===== src/rtl/bridge_pkg.sv =====
// bridge_pkg: shared definitions for the far-side UART bus bridge.
//   - default data/address widths
//   - frame layout helpers: {mode, wdata, addr} with addr in the LSBs
//   - request sequencer FSM state encoding
package bridge_pkg;

    localparam int DFLT_DATA_WIDTH = 8;
    localparam int DFLT_ADDR_WIDTH = 12;

    // Address always sits at the bottom of the frame.
    localparam int ADDR_LSB = 0;

    function automatic int frame_w(input int data_w, input int addr_w);
        return data_w + addr_w + 1;
    endfunction

    function automatic int wdata_lsb(input int addr_w);
        return ADDR_LSB + addr_w;
    endfunction

    function automatic int mode_bit(input int data_w, input int addr_w);
        return data_w + addr_w;
    endfunction

    typedef enum logic [1:0] {
        ST_IDLE     = 2'd0,
        ST_ISSUE    = 2'd1,
        ST_WAIT_RSP = 2'd2,
        ST_SEND     = 2'd3
    } state_t;

endpackage


===== src/rtl/bridge_frame_fifo.sv =====
// bridge_frame_fifo: synchronous frame buffer, WIDTH x DEPTH.
// Ports:
//   clk, rstn           clock, synchronous active-low reset
//   push, push_data     write one entry (caller guarantees space or a same-cycle pop)
//   pop, pop_data       pop_data shows the head; pop advances it (caller guarantees not empty)
//   full, empty, count  occupancy; count is one bit wider than the pointers
module bridge_frame_fifo #(
    parameter int WIDTH = 21,
    parameter int DEPTH = 4
) (
    input  logic                     clk,
    input  logic                     rstn,
    input  logic                     push,
    input  logic [WIDTH-1:0]         push_data,
    input  logic                     pop,
    output logic [WIDTH-1:0]         pop_data,
    output logic                     full,
    output logic                     empty,
    output logic [$clog2(DEPTH):0]   count
);
    localparam int PTR_W = $clog2(DEPTH);

    logic [WIDTH-1:0] mem [DEPTH];
    logic [PTR_W-1:0] wr_ptr;
    logic [PTR_W-1:0] rd_ptr;

    // Storage carries no reset; validity is tracked by the pointers and count.
    always_ff @(posedge clk) begin
        if (push) begin
            mem[wr_ptr] <= push_data;
        end
    end

    always_ff @(posedge clk) begin
        if (!rstn) begin
            wr_ptr <= '0;
            rd_ptr <= '0;
            count  <= '0;
        end else begin
            if (push) begin
                wr_ptr <= wr_ptr + 1'b1;
            end
            if (pop) begin
                rd_ptr <= rd_ptr + 1'b1;
            end
            case ({push, pop})
                2'b10:   count <= count + 1'b1;
                2'b01:   count <= count - 1'b1;
                default: count <= count;
            endcase
        end
    end

    assign pop_data = mem[rd_ptr];
    assign full     = (count == (PTR_W + 1)'(DEPTH));
    assign empty    = (count == '0);

endmodule


===== src/rtl/bus_bridge_req_sequencer.sv =====
// bus_bridge_req_sequencer: far-side stage of the UART bus bridge.
// Buffers {mode, wdata, addr} frames from the UART receiver, replays each as one
// request on the master-port interface, and returns read data via the UART TX.
// Ports:
//   clk, rstn                    clock, synchronous active-low reset
//   u_rx_ready, u_rx_data        incoming frame strobe and frame
//   u_tx_busy, u_tx_en, u_tx_data  UART TX handshake and read byte
//   req_valid/ready/mode/addr/wdata  master-port request
//   rsp_valid, rsp_rdata         master-port response (1-cycle pulse)
//   ovf_err                      sticky: frame dropped because the buffer was full
//   tmo_err                      sticky: response timeout
// Build option: define BRIDGE_RSP_TIMEOUT_EN to bound the response wait to
// TIMEOUT_CYCLES; otherwise WAIT_RSP waits forever and tmo_err is tied 0.
//
// state       | meaning
// ------------+-------------------------------------------------------------
// ST_IDLE     | waiting for a buffered frame; pops it into the holding regs
// ST_ISSUE    | req_valid high, waiting for req_ready
// ST_WAIT_RSP | request accepted, waiting for rsp_valid (or timeout)
// ST_SEND     | read byte captured, waiting for the UART TX to go idle
module bus_bridge_req_sequencer
    import bridge_pkg::*;
#(
    parameter int DATA_WIDTH     = DFLT_DATA_WIDTH,
    parameter int ADDR_WIDTH     = DFLT_ADDR_WIDTH,
    parameter int FIFO_DEPTH     = 4,
    parameter int TIMEOUT_CYCLES = 1024
) (
    input  logic                             clk,
    input  logic                             rstn,
    input  logic                             u_rx_ready,
    input  logic [DATA_WIDTH+ADDR_WIDTH:0]   u_rx_data,
    input  logic                             u_tx_busy,
    output logic                             u_tx_en,
    output logic [DATA_WIDTH-1:0]            u_tx_data,
    output logic                             req_valid,
    input  logic                             req_ready,
    output logic                             req_mode,
    output logic [ADDR_WIDTH-1:0]            req_addr,
    output logic [DATA_WIDTH-1:0]            req_wdata,
    input  logic                             rsp_valid,
    input  logic [DATA_WIDTH-1:0]            rsp_rdata,
    output logic                             ovf_err,
    output logic                             tmo_err
);
    localparam int FRAME_W   = frame_w(DATA_WIDTH, ADDR_WIDTH);
    localparam int WDATA_LSB = wdata_lsb(ADDR_WIDTH);
    localparam int MODE_BIT  = mode_bit(DATA_WIDTH, ADDR_WIDTH);
    localparam int CNT_W     = $clog2(FIFO_DEPTH) + 1;

    if (FIFO_DEPTH < 2 || (FIFO_DEPTH & (FIFO_DEPTH - 1)) != 0 || TIMEOUT_CYCLES < 2) begin : g_param_check
        $error("bus_bridge_req_sequencer: FIFO_DEPTH must be a power of 2 >= 2 and TIMEOUT_CYCLES >= 2");
    end

    state_t state, state_nxt;

    logic               fifo_push, fifo_pop, fifo_full, fifo_empty;
    logic [FRAME_W-1:0] fifo_rd_data;
    logic [CNT_W-1:0]   fifo_count;
    logic               frame_drop;

    logic               capture, tx_fire, tmo_hit;

    logic               hold_mode;
    logic [ADDR_WIDTH-1:0] hold_addr;
    logic [DATA_WIDTH-1:0] hold_wdata;

    // A frame arriving while full is still accepted when the head leaves this cycle.
    assign fifo_push  = u_rx_ready && ((fifo_count < CNT_W'(FIFO_DEPTH)) || fifo_pop);
    assign frame_drop = u_rx_ready && fifo_full && !fifo_pop;

    bridge_frame_fifo #(
        .WIDTH (FRAME_W),
        .DEPTH (FIFO_DEPTH)
    ) u_fifo (
        .clk       (clk),
        .rstn      (rstn),
        .push      (fifo_push),
        .push_data (u_rx_data),
        .pop       (fifo_pop),
        .pop_data  (fifo_rd_data),
        .full      (fifo_full),
        .empty     (fifo_empty),
        .count     (fifo_count)
    );

`ifdef BRIDGE_RSP_TIMEOUT_EN
    localparam int TMO_W = $clog2(TIMEOUT_CYCLES);
    logic [TMO_W-1:0] tmo_cnt;

    // Down-counter reloaded whenever we are outside WAIT_RSP, so it starts full on entry;
    // terminal count is reached on the TIMEOUT_CYCLES-th cycle spent waiting.
    always_ff @(posedge clk) begin
        if (!rstn) begin
            tmo_cnt <= '0;
            tmo_err <= 1'b0;
        end else begin
            if (state != ST_WAIT_RSP) begin
                tmo_cnt <= TMO_W'(TIMEOUT_CYCLES - 1);
            end else if (tmo_cnt != '0) begin
                tmo_cnt <= tmo_cnt - 1'b1;
            end
            if (tmo_hit) begin
                tmo_err <= 1'b1;
            end
        end
    end
`else
    assign tmo_err = 1'b0;
`endif

    always_comb begin
        state_nxt = state;
        fifo_pop  = 1'b0;
        capture   = 1'b0;
        tx_fire   = 1'b0;
        tmo_hit   = 1'b0;
        case (state)
            ST_IDLE: begin
                if (!fifo_empty) begin
                    fifo_pop  = 1'b1;
                    state_nxt = ST_ISSUE;
                end
            end
            ST_ISSUE: begin
                if (req_ready) begin
                    state_nxt = ST_WAIT_RSP;
                end
            end
            ST_WAIT_RSP: begin
                if (rsp_valid) begin
                    if (hold_mode) begin
                        state_nxt = ST_IDLE;
                    end else begin
                        capture   = 1'b1;
                        state_nxt = ST_SEND;
                    end
                end
`ifdef BRIDGE_RSP_TIMEOUT_EN
                else if (tmo_cnt == '0) begin
                    tmo_hit   = 1'b1;
                    state_nxt = hold_mode ? ST_IDLE : ST_SEND;
                end
`endif
            end
            ST_SEND: begin
                if (!u_tx_busy) begin
                    tx_fire   = 1'b1;
                    state_nxt = ST_IDLE;
                end
            end
            default: state_nxt = ST_IDLE;
        endcase
    end

    always_ff @(posedge clk) begin
        if (!rstn) begin
            state      <= ST_IDLE;
            hold_mode  <= 1'b0;
            hold_addr  <= '0;
            hold_wdata <= '0;
            u_tx_data  <= '0;
            u_tx_en    <= 1'b0;
            ovf_err    <= 1'b0;
        end else begin
            state   <= state_nxt;
            u_tx_en <= tx_fire;
            if (fifo_pop) begin
                hold_mode  <= fifo_rd_data[MODE_BIT];
                hold_addr  <= fifo_rd_data[ADDR_LSB +: ADDR_WIDTH];
                hold_wdata <= fifo_rd_data[MODE_BIT] ? fifo_rd_data[WDATA_LSB +: DATA_WIDTH] : '0;
            end
            // A timed-out read returns all-ones so the far slave still completes.
            if (capture) begin
                u_tx_data <= rsp_rdata;
            end else if (tmo_hit && !hold_mode) begin
                u_tx_data <= '1;
            end
            if (frame_drop) begin
                ovf_err <= 1'b1;
            end
        end
    end

    assign req_valid = (state == ST_ISSUE);
    assign req_mode  = hold_mode;
    assign req_addr  = hold_addr;
    assign req_wdata = hold_wdata;

endmodule


===== config.mk =====
export PLATFORM = sky130hd
export DESIGN_NAME = bus_bridge_req_sequencer
export DESIGN_NICKNAME = d
export VERILOG_FILES = /design/src/rtl/bridge_pkg.sv /design/src/rtl/bridge_frame_fifo.sv /design/src/rtl/bus_bridge_req_sequencer.sv
export SDC_FILE = /design/constraint.sdc
export NUM_CORES = 1
export LEC_CHECK = 0
export BUFFER_PORTS_ARGS = -buffer_cell sky130_fd_sc_hd__clkbuf_2
export CAP_MARGIN = 40
export CELL_PAD_IN_SITES_DETAIL_PLACEMENT = 0
export CELL_PAD_IN_SITES_GLOBAL_PLACEMENT = 1
export CORE_ASPECT_RATIO = 2
export CORE_MARGIN = 2
export CORE_UTILIZATION = 25
export DETAILED_ROUTE_END_ITERATION = 10
export GPL_TIMING_DRIVEN = 0
export PLACE_DENSITY_LB_ADDON = 0.1
export SLEW_MARGIN = 25
export SYNTH_ARGS = -nofsm -noshare
export SYNTH_HDL_FRONTEND = slang
export SYNTH_SLANG_ARGS = --single-unit

===== constraint.sdc =====
create_clock -name clk -period 4.62 [get_ports clk]
set_clock_uncertainty 0.2 [all_clocks]
set_input_delay 0.462 -clock clk [delete_from_list [all_inputs] [get_ports clk]]
set_output_delay 0.462 -clock clk [all_outputs]
set_load 0.01 [all_outputs]

==> impl_metrics.csv, run 1 <==
group,metric,value,unit
outcome,status,"complete, no violations",
finish,antenna_cells,0,
timing,slew_headroom,50.8,%
yosys,syn_nets,350,
yosys,ys_seq_area_share,70.6,%
timing,post-route-period-util,60.6,%
cts,post_cts_resized,0,
detailed_routing,routed_wirelength,11.2,mm
finish,final_area,6030,um2
yosys,synth_warnings,0,
floorplan,die_w,102,um
cts,clock-sinks,126,
setup_path,crit_path_start_kind,"flip-flop",
cts,holdBufCountCts,1,
grt,antenna_found_initial,0,
detailed_routing,routedWlPerCell,16.9,um
placed_design,globalplace.congestion,0.713,
floorplan,start_util,25.4,%
cts,h-tree-depth,4,
worst_hold_path,hold_depth,1,
cts,path_clk_slew,60,ps
grt,grt_pass1_wl,17.1,mm
cts,cts_buffers,17,
grt,gr-usage-all-layers,11.7,%
timing,finalMaxSlewViolations,0,
setup_path,cp.arrival,2920,ps
floorplan,die-area,20200,um2
grt,grt_pass1_vias,2987,
finish,layout_common_cells,"84 x edfxtp_1, 65 x clkbuf_2, 42 x dfxtp_1",
detailed_routing,viasPerCell,4.27,
timing,setup_viol,0,
timing,rsz0062_at_grt,"false",
floorplan,placementRows,71,
setup_path,critical_path_class,"flip-flop to flip-flop",
timing,setup_tns,0,ps
grt,met1_usage,13.0,%
grt,busiest_layer,"met2",
yosys,synth_area_per_cell,15.4,um2
yosys,yosysUniqueCellTypes,35,
floorplan,die_y,199,um
floorplan,core-area,18700,um2
placed_design,port_buffers,65,
placed_design,post-place-ws,1810,ps
yosys,ys_ff_latch,126,
placed_design,dp_hpwl,7.38,mm
power_and_ir_drop,p_leak,2.14,nW
detailed_routing,ant_nets,0,
timing,finalHoldViolCount,0,
grt,grt_max_degree,22,
timing,worst_pin_slew,738,ps
finish,syn_to_final_growth,26.8,%
job,drv_cap,0,
timing,timing.fmax,357,MHz
setup_path,crit_fanout,9,
detailed_routing,vias,2827,
cts,post_cts_buffers,0,
detailed_routing,drcViolationCount,0,
floorplan,boundaryPins,68,
worst_hold_path,hold_class,"primary input to flip-flop",
setup_path,cp-end-kind,"flip-flop",
timing,finalCriticalPeriod,2800,ps
placed_design,postPlaceCellArea,5410,um2
setup_path,required,4740,ps
grt,grt_overflow_total,0,
cts,cts_tree,"done",
finish,fin_nets,435,
grt,met2_usage,20.7,%
grt,globalRouteMet3Util,2.90,%
power_and_ir_drop,peakVddDrop,0.000216,V
cts,clockRootBuffer,"clkbuf_16",
detailed_routing,drt_iter0_drc,125,
finish,final_common_cell,"edfxtp_1",
yosys,syn-instance-count,309,
finish,drive_above_1_share,32.4,%
timing,fin_ws,1820,ps
yosys,synth_area,4760,um2
cts,clk_latency,410,ps
setup_path,ff2ff_path_depth,10,
detailed_routing,first_pass_iters,4,
power_and_ir_drop,power_density,615,nW/um2
cts,cts_buffer_depth,2,
-- report_power, final --
group	internal [W]	leakage, nW	switching [W]
registers	0.00136	1.11	0.0000798
clock network	0.000852	0.301	0.000501
logic	0.000376	0.723	0.000541
-- per-stage QoR --
step / util (%) / std cells / power, W / hold WS [ps]
global route: 32.2 / 662 / 0.00392 / 53.2
detailed placement: 28.9 / 629 / 0.00241 / 264
finish: 32.2 / 662 / 0.00371 / 72.8
CTS: 32.2 / 662 / 0.00379 / 48.7
global placement: 28.8 / 629 / 0.00240 / 260
floorplan: - / 309 / 0.00207 / 253
-- final timing paths --
check,slack (ps),startpoint,to
max reg2reg,1820,state[1],u_fifo.count[2]
min,70,u_rx_data[1],u_fifo.mem[2][1]
max,1820,state[1],u_fifo.count[2]
min reg2reg,270,req_wdata[0],req_wdata[0]
-- Yosys cell counts --
cell type   n  area share [%]
or2_1       1            0.13
inv_1       7            0.55
nand2_1    20             1.6
buf_4       3            0.47
nor2_2      1            0.13
dfxtp_1    42              18
and2b_1     1            0.16
a21o_1      2            0.32
o22ai_1     8             1.1
o31ai_1     1            0.16
nor4bb_1    1            0.21
edfxtp_1   84              53
o21ai_0    15             1.6
a21oi_1    22             2.3
nand3_1    17             1.8
nor3_1      1            0.11
nor3b_1     1            0.16
nor2_1     15             1.2
or3_1       2            0.26
mux4_2     21             9.9
o21a_1      1            0.16
and3_1      4            0.53
buf_2       2            0.21
mux2i_1     9             1.9
o221a_2     1            0.24
ha_1        5             1.3
or4_1       1            0.16
nor3_2      1            0.21
conb_1      1           0.079
fa_1        1            0.42
a41oi_1     1            0.18
clkbuf_1   12            0.95
xor2_1      2            0.37
buf_6       2            0.47
o21ai_1     1            0.11
-- worst max-delay path: stages (launching register included) --
cell and delay (ps):
dfxtp_1 300, buf_6 130, or2_1 240, buf_6 140
nor2_2 390, ha_1 280, inv_1 60, fa_1 370
xor2_1 160, or3_1 300, a21oi_1 150
-- flip-flops by register name, indices dropped and copies added, names as in the netlist, 2 cells and up, named ones only --
name,count
req_wdata,8
req_addr,12
state,2
u_tx_data,8
u_fifo.mem,84
u_fifo.wr_ptr,2
u_fifo.rd_ptr,2
u_fifo.count,3
-- cells by family after synthesis --
kind of cell | synth area share [%]
and+or+nand+nor | 6.60
xor gates and xnor gates | 0.368
adders and majority gates | 1.73
buffers and inverters | 2.65
AOI/OAI and AO/OA | 6.10
muxes | 11.8
DFF | 70.6
other | 0.0788
-- layer usage --
metal	vias up	share of wire, %
met4	0	1.4
met5	-	0
met2	76	54
met3	8	3.6
met1	1399	40
li1	1344	-
-- area by class of cell --
class | instances | area, um2
Clock inverter | 11 | 100
Fill cell | 1901 | 12700
Multi-Input combinational cell | 157 | 1280
Tap cell | 255 | 319
Clock buffer | 21 | 514
Inverter | 7 | 26.3
Buffer | 19 | 100
Sequential cell | 126 | 3360
Timing Repair Buffer | 66 | 335
No activity file was read; power rests on OpenSTA's default activity.
==> inputs of run 2 (changes only) <==
==> constraint.sdc (replaced) <==
create_clock -name clk -period 2.5 [get_ports clk]
set_clock_uncertainty 0.2 [all_clocks]
set_input_delay 0.25 -clock clk [delete_from_list [all_inputs] [get_ports clk]]
set_output_delay 0.25 -clock clk [all_outputs]
set_load 0.01 [all_outputs]
==> run 2 against run 1 <==
Effect of this change: critical path type unchanged; hold slack got worse by 17 ps; register-to-register slack got worse by 1700 ps; global-route usage rose by 0.12 points; via count rose by 4.2%.
==> impl_metrics.csv, run 2 (same netlist as run 1, synthesis figures left out) <==
group,metric,value,unit
outcome,status,"complete, no violations",
power_and_ir_drop,swShare,30.2,%
finish,final_common_cell,"edfxtp_1",
grt,gr-usage-all-layers,11.8,%
power_and_ir_drop,combPwrFrac,25.7,%
timing,finalMaxSlewViolations,0,
power_and_ir_drop,p_leak,2.28,nW
setup_path,cpMaxStageDelayCell,"fa_1",
grt,grt_pass1_wl,17.3,mm
setup_path,path_cells,"buf_6 > or2_1 > buf_6 > nor2_4 > ha_4 > inv_1 > fa_1 > xor2_1 > or3_1 > a21oi_1",
placed_design,dp_cells,629,
timing,finalHoldViolCount,0,
placed_design,globalplace.congestion,0.713,
cts,cts_buffer_depth,2,
floorplan,die_y,199,um
setup_path,cp-end-kind,"flip-flop",
placed_design,dp_hpwl,7.38,mm
placed_design,postPlaceCellArea,5410,um2
detailed_routing,drt_iter0_drc,124,
job,drv_cap,0,
setup_path,ff2ff_path_depth,10,
finish,instances_no_fill,694,
grt,grt_pass1_vias,3088,
floorplan,core-area,18700,um2
cts,clk_latency,410,ps
timing,post-route-period-util,95.9,%
detailed_routing,first_pass_iters,4,
finish,num-fill-cells,1875,
setup_path,crit_path_max_incr_delay,360,ps
grt,grt_max_degree,22,
timing,hold_ws,56.2,ps
finish,top_register,"u_fifo.mem",
setup_path,critical_path_class,"flip-flop to flip-flop",
grt,grt_overflow_total,0,
floorplan,die-area,20200,um2
cts,cts_tree,"done",
timing,rsz0062_at_grt,"false",
cts,h-tree-depth,4,
setup_path,crit_fanout,9,
finish,layout_common_cells,"84 x edfxtp_1, 66 x clkbuf_2, 42 x dfxtp_1",
detailed_routing,vias,2946,
setup_path,cp_num_buf_inv,3,
finish,antenna_cells,0,
power_and_ir_drop,power_density,1090,nW/um2
power_and_ir_drop,clock_power_share,36.0,%
setup_path,startpoint,"state[1]",
power_and_ir_drop,seqPwrFrac,38.3,%
cts,clockRootBuffer,"clkbuf_16",
detailed_routing,routedWlPerCell,16.3,um
timing,worst_pin_slew,733,ps
worst_hold_path,hold_depth,4,
worst_hold_path,hold_class,"primary input to flip-flop",
timing,slew_headroom,51.1,%
detailed_routing,drcViolationCount,0,
finish,final_area,6370,um2
setup_path,crit_end,"u_fifo.count[2]",
setup_path,crit_path_start_kind,"flip-flop",
timing,finalCriticalPeriod,2400,ps
setup_path,path_depth,10,
setup_path,rr_startpoint,"state[1]",
floorplan,boundaryPins,68,
finish,largest_reg_flops,84,
floorplan,die_w,102,um
timing,setup_viol,0,
detailed_routing,ant_nets,0,
timing,timing.fmax,417,MHz
detailed_routing,viasPerCell,4.24,
finish,fin_nets,467,
setup_path,critPathTopFamily,"simple AND/OR/NAND/NOR gates",
setup_path,cp.arrival,2520,ps
power_and_ir_drop,power.internal,0.00485,W
detailed_routing,routed_wirelength,11.3,mm
floorplan,placementRows,71,
finish,drive_above_1_share,31.0,%
cts,clock-sinks,126,
setup_path,cpMostUsedCell,"buf_6",
power_and_ir_drop,peakVddDrop,0.000412,V
setup_path,r2r_slack,100,ps
cts,cts_buffers,17,
cts,path_clk_slew,60,ps
power_and_ir_drop,netSwitchingPower,0.00210,W
placed_design,port_buffers,65,
floorplan,start_util,25.4,%
setup_path,r2r-end,"u_fifo.count[2]",
setup_path,required,2630,ps
finish,syn_to_final_growth,33.9,%
grt,antenna_found_initial,0,
run 2: metal layers:
metal | wire length, um | global-route usage, % | vias to the layer above
li1 | - | - | 1408
met1 | 4580 | 13.1 | 1453
met2 | 6160 | 21.1 | 76
met3 | 393 | 2.87 | 9
met4 | 158 | 5.26 | 0
met5 | 0 | 0 | -
run 2: worst reg2reg max path, cell delays in order (launching register included):
cell,delay (ps)
dfxtp_1,300
buf_6,130
or2_1,240
buf_6,150
nor2_4,140
ha_4,150
inv_1,40
fa_1,360
xor2_1,160
or3_1,300
a21oi_1,150
run 2: area by class of cell:
cell class                      instances  area, um2  area share, %
Sequential cell                       126       3360           52.8
Multi-Input combinational cell        157       1300           20.4
Timing Repair Buffer                   98        653           10.2
Clock buffer                           21        514           8.07
Tap cell                              255        319           5.00
Buffer                                 19        101           1.59
Clock inverter                         11        100           1.57
Inverter                                7       26.3          0.412
run 2: power by group through the flow:
stage / Clock (W) / Combinational, W / Sequential [W]
floorplan: 0 / 0.00110 / 0.00273
global placement: 0 / 0.00173 / 0.00271
detailed placement: 0 / 0.00174 / 0.00271
CTS: 0.00258 / 0.00182 / 0.00267
global route: 0.00266 / 0.00199 / 0.00270
finish: 0.00250 / 0.00179 / 0.00266
run 2: how the worst min path moves through the flow:
stage              start  endpoint  slack [ps]
6_report       req_ready  state[1]          60
5_1_grt        req_ready  state[1]          80
4_1_cts             rstn  state[1]          40
3_5_place_dp   u_tx_busy   u_tx_en         230
3_3_place_gp   u_tx_busy   u_tx_en         240
2_1_floorplan  u_tx_busy   u_tx_en         130
run 2: timing repair:
| item | 4_1_cts | 5_1_grt |
|---|---|---|
| setup endpoints to repair | 3 | 83 |
| resized for setup | 2 | 3 |
| pin swaps | 1 | 0 |
| hold buffers | 32 | 0 |
| setup buffers | 1 | 0 |
| endpoints found under the hold margin | 94 | 0 |
run 2: through the flow:
stage          power, W  utilization (%)  setup slack, ps  TNS [ps]
3_3_place_gp    0.00444             28.8             -451    -37460
2_1_floorplan   0.00383                -             44.2         0
5_1_grt         0.00735             34.0             2.17         0
3_5_place_dp    0.00445             28.9             -312      -385
6_report        0.00695             34.0              102         0
4_1_cts         0.00706             33.9             22.5         0
==> inputs of run 3 (changes only) <==
--- a/config.mk
+++ b/config.mk
@@ -15,7 +15,9 @@
 export DETAILED_ROUTE_END_ITERATION = 10
 export GPL_TIMING_DRIVEN = 0
 export PLACE_DENSITY_LB_ADDON = 0.1
+export SKIP_CTS_REPAIR_TIMING = 1
 export SLEW_MARGIN = 25
 export SYNTH_ARGS = -nofsm -noshare
 export SYNTH_HDL_FRONTEND = slang
+export SYNTH_HIERARCHICAL = 1
 export SYNTH_SLANG_ARGS = --single-unit
==> run 3 against run 2 <==
Effect of this change: the flow now finishes with violations (negative setup slack); clock-buffer cell count grew 2; via count shrank 1.2%; synthesized cell count shrank 0.32%; largest cell class unchanged; largest power group unchanged; highest routed layer unchanged.
==> impl_metrics.csv, run 3 <==
group,metric,value,unit
power_and_ir_drop,p_leak,2.39,nW
floorplan,boundaryPins,68,
detailed_routing,drt_iter0_drc,83,
grt,grt_overflow_total,0,
placed_design,port_buffers,66,
job,drv_cap,0,
timing,slew_headroom,63.7,%
timing,finalHoldViolCount,0,
yosys,dominantRegCellSynth,"edfxtp_1",
setup_path,cp-end-kind,"flip-flop",
finish,fin_nets,473,
grt,grt_pass1_wl,17.5,mm
timing,setup_viol,1,
yosys,synth_area,4850,um2
setup_path,r2r-end,"u_fifo/count[2]",
finish,top_register,"u_fifo/mem",
timing,setup_tns,-30.8,ps
detailed_routing,routed_wirelength,11.5,mm
cts,cts_buffer_depth,2,
outcome,status,"complete, but fails checks",
floorplan,start_util,25.3,%
detailed_routing,vias,2911,
cts,h-tree-depth,4,
cts,cts_buffers,17,
yosys,async_flop_share,0,%
detailed_routing,routedWlPerCell,16.3,um
setup_path,critical_path_class,"flip-flop to flip-flop",
finish,layout_common_cells,"84 x edfxtp_1, 66 x clkbuf_2, 44 x nand2_1",
finish,drive_above_1_share,37.8,%
finish,final_area,6600,um2
setup_path,crit_path_start_kind,"flip-flop",
power_and_ir_drop,power_density,1130,nW/um2
placed_design,globalplace.congestion,0.653,
floorplan,die-area,20600,um2
grt,antenna_found_initial,0,
yosys,synth-edff-count,84,
detailed_routing,viasPerCell,4.13,
timing,worst_pin_slew,545,ps
finish,syn_to_final_growth,36.0,%
cts,cts_tree,"done",
detailed_routing,first_pass_iters,4,
timing,hold_ws,50.7,ps
detailed_routing,drcViolationCount,0,
yosys,synth_warnings,6,
yosys,synthTopCellsByCount,"84 x edfxtp_1, 44 x nand2_1, 42 x dfxtp_1",
placed_design,dp_hpwl,7.46,mm
yosys,yosys.area.top_type_share,52.0,%
outcome,violations,"negative setup slack",
yosys,syn_nets,349,
placed_design,post-place-ws,-286,ps
setup_path,ff2ff_path_depth,10,
yosys,synth_area_per_cell,15.7,um2
finish,antenna_cells,0,
floorplan,die_w,102,um
yosys,syn-instance-count,308,
grt,gr-usage-all-layers,11.9,%
setup_path,crit_end,"u_fifo/count[2]",
yosys,synthTopCellsByArea,"edfxtp_1 52%, dfxtp_1 17%, mux4_2 9.3%",
setup_path,required,2630,ps
timing,fin_ws,-30.8,ps
setup_path,cp.arrival,2660,ps
grt,grt_max_degree,22,
setup_path,rr_startpoint,"u_fifo/count[0]",
grt,grt_pass1_vias,3045,
setup_path,r2r_slack,-30,ps
timing,post-route-period-util,101,%
yosys,yosysMostFrequentCell,"edfxtp_1",
floorplan,die_y,201,um
timing,finalCriticalPeriod,2530,ps
yosys,synth_top_area_cell,"edfxtp_1",
setup_path,crit_fanout,15,
setup_path,startpoint,"u_fifo/count[0]",
floorplan,core-area,19200,um2
yosys,ys_seq_area_share,69.3,%
floorplan,placementRows,72,
power_and_ir_drop,peakVddDrop,0.000379,V
cts,clock-sinks,126,
detailed_routing,ant_nets,0,
yosys,yosysUniqueCellTypes,35,
worst_hold_path,hold_class,"primary input to flip-flop",
finish,fin_util,34.4,%
timing,finalMaxSlewViolations,0,
finish,final_common_cell,"edfxtp_1",
yosys,ys_ff_latch,126,
cts,clk_latency,410,ps
cts,path_clk_slew,60,ps
finish,largest_reg_flops,84,
cts,clockRootBuffer,"clkbuf_16",
timing,rsz0062_at_grt,"true",
placed_design,postPlaceCellArea,5550,um2
timing,timing.fmax,395,MHz
[run 3: cell count changes in the layout (fill, tap and decap cells not counted), sizes merged, moves of 4 or more]
cell and delta:
a21boi +23, a21oi -19, and2 +10, buf +11, clkbuf -4, mux2i -7, nand2 +24, nor2 -13
o21ai -5, o22ai -8
[run 3: per-stage QoR]
stage / total power (W) / std cells
2_1_floorplan: 0.00413 / 308
3_3_place_gp: 0.00480 / 633
3_5_place_dp: 0.00483 / 633
4_1_cts: 0.00745 / 665
5_1_grt: 0.00793 / 704
6_report: 0.00748 / 704
[run 3: kinds of logic (layout without fill, tap and decap cells)]
| family | count (synthesis) | count (layout) | share of synthesized area [%] |
|---|---|---|---|
| DFF | 126 | 126 | 69.3 |
| and+or+nand+nor | 83 | 83 | 8.02 |
| AOI/OAI and AO/OA | 39 | 39 | 6.50 |
| buffers and inverters | 25 | 162 | 3.20 |
| muxes | 23 | 23 | 10.2 |
| adders and majority gates | 6 | 6 | 1.70 |
| xor gates and xnor gates | 5 | 5 | 0.903 |
| other | 1 | 1 | 0.0773 |
[run 3: routing by layer]
layer	wire [um]	track usage, %	up-vias	part of all wire, %
met3	343	2.68	13	3.0
li1	-	-	1386	-
met5	0	0	-	0
met1	4180	11.7	1453	37
met2	6700	22.6	59	58
met4	228	5.52	0	2.0
[run 3: worst min-delay path by stage]
stage | start | end | slack [ps] | depth (start not counted)
6_report | rstn | u_fifo/count[2] | 50 | 2
2_1_floorplan | u_rx_data[0] | u_fifo/mem[0][0] | 150 | 0
5_1_grt | rstn | u_fifo/count[2] | 50 | 2
4_1_cts | u_rx_data[8] | u_fifo/mem[0][8] | -160 | 1
3_5_place_dp | u_tx_data[6] | u_tx_data[6] | 250 | 2
3_3_place_gp | u_tx_data[7] | u_tx_data[7] | 240 | 2
[run 3: power by group]
group	switching, W	internal [W]	leakage, nW
Sequential	0.000191	0.00265	1.12
Clock	0.000889	0.00169	0.309
Combinational	0.00110	0.000970	0.961
[run 3: area by class of cell]
cell class | instances | area (um2)
multi-input combinational | 157 | 1380
buffer | 16 | 120
inverter | 7 | 31.3
timing repair buffer | 107 | 733
tap | 259 | 324
clock buffer | 23 | 531
sequential | 126 | 3380
fill | 1906 | 12600
clock inverter | 9 | 100
[run 3: critical path, cell delays in order (launching register included)]
cell      delay, ps
dfxtp_4         370
nor3_4           50
or3_4           320
buf_6           150
inv_6           150
ha_4            160
inv_2            30
fa_1            400
xor2_1          160
or3_1           310
a21boi_0        160
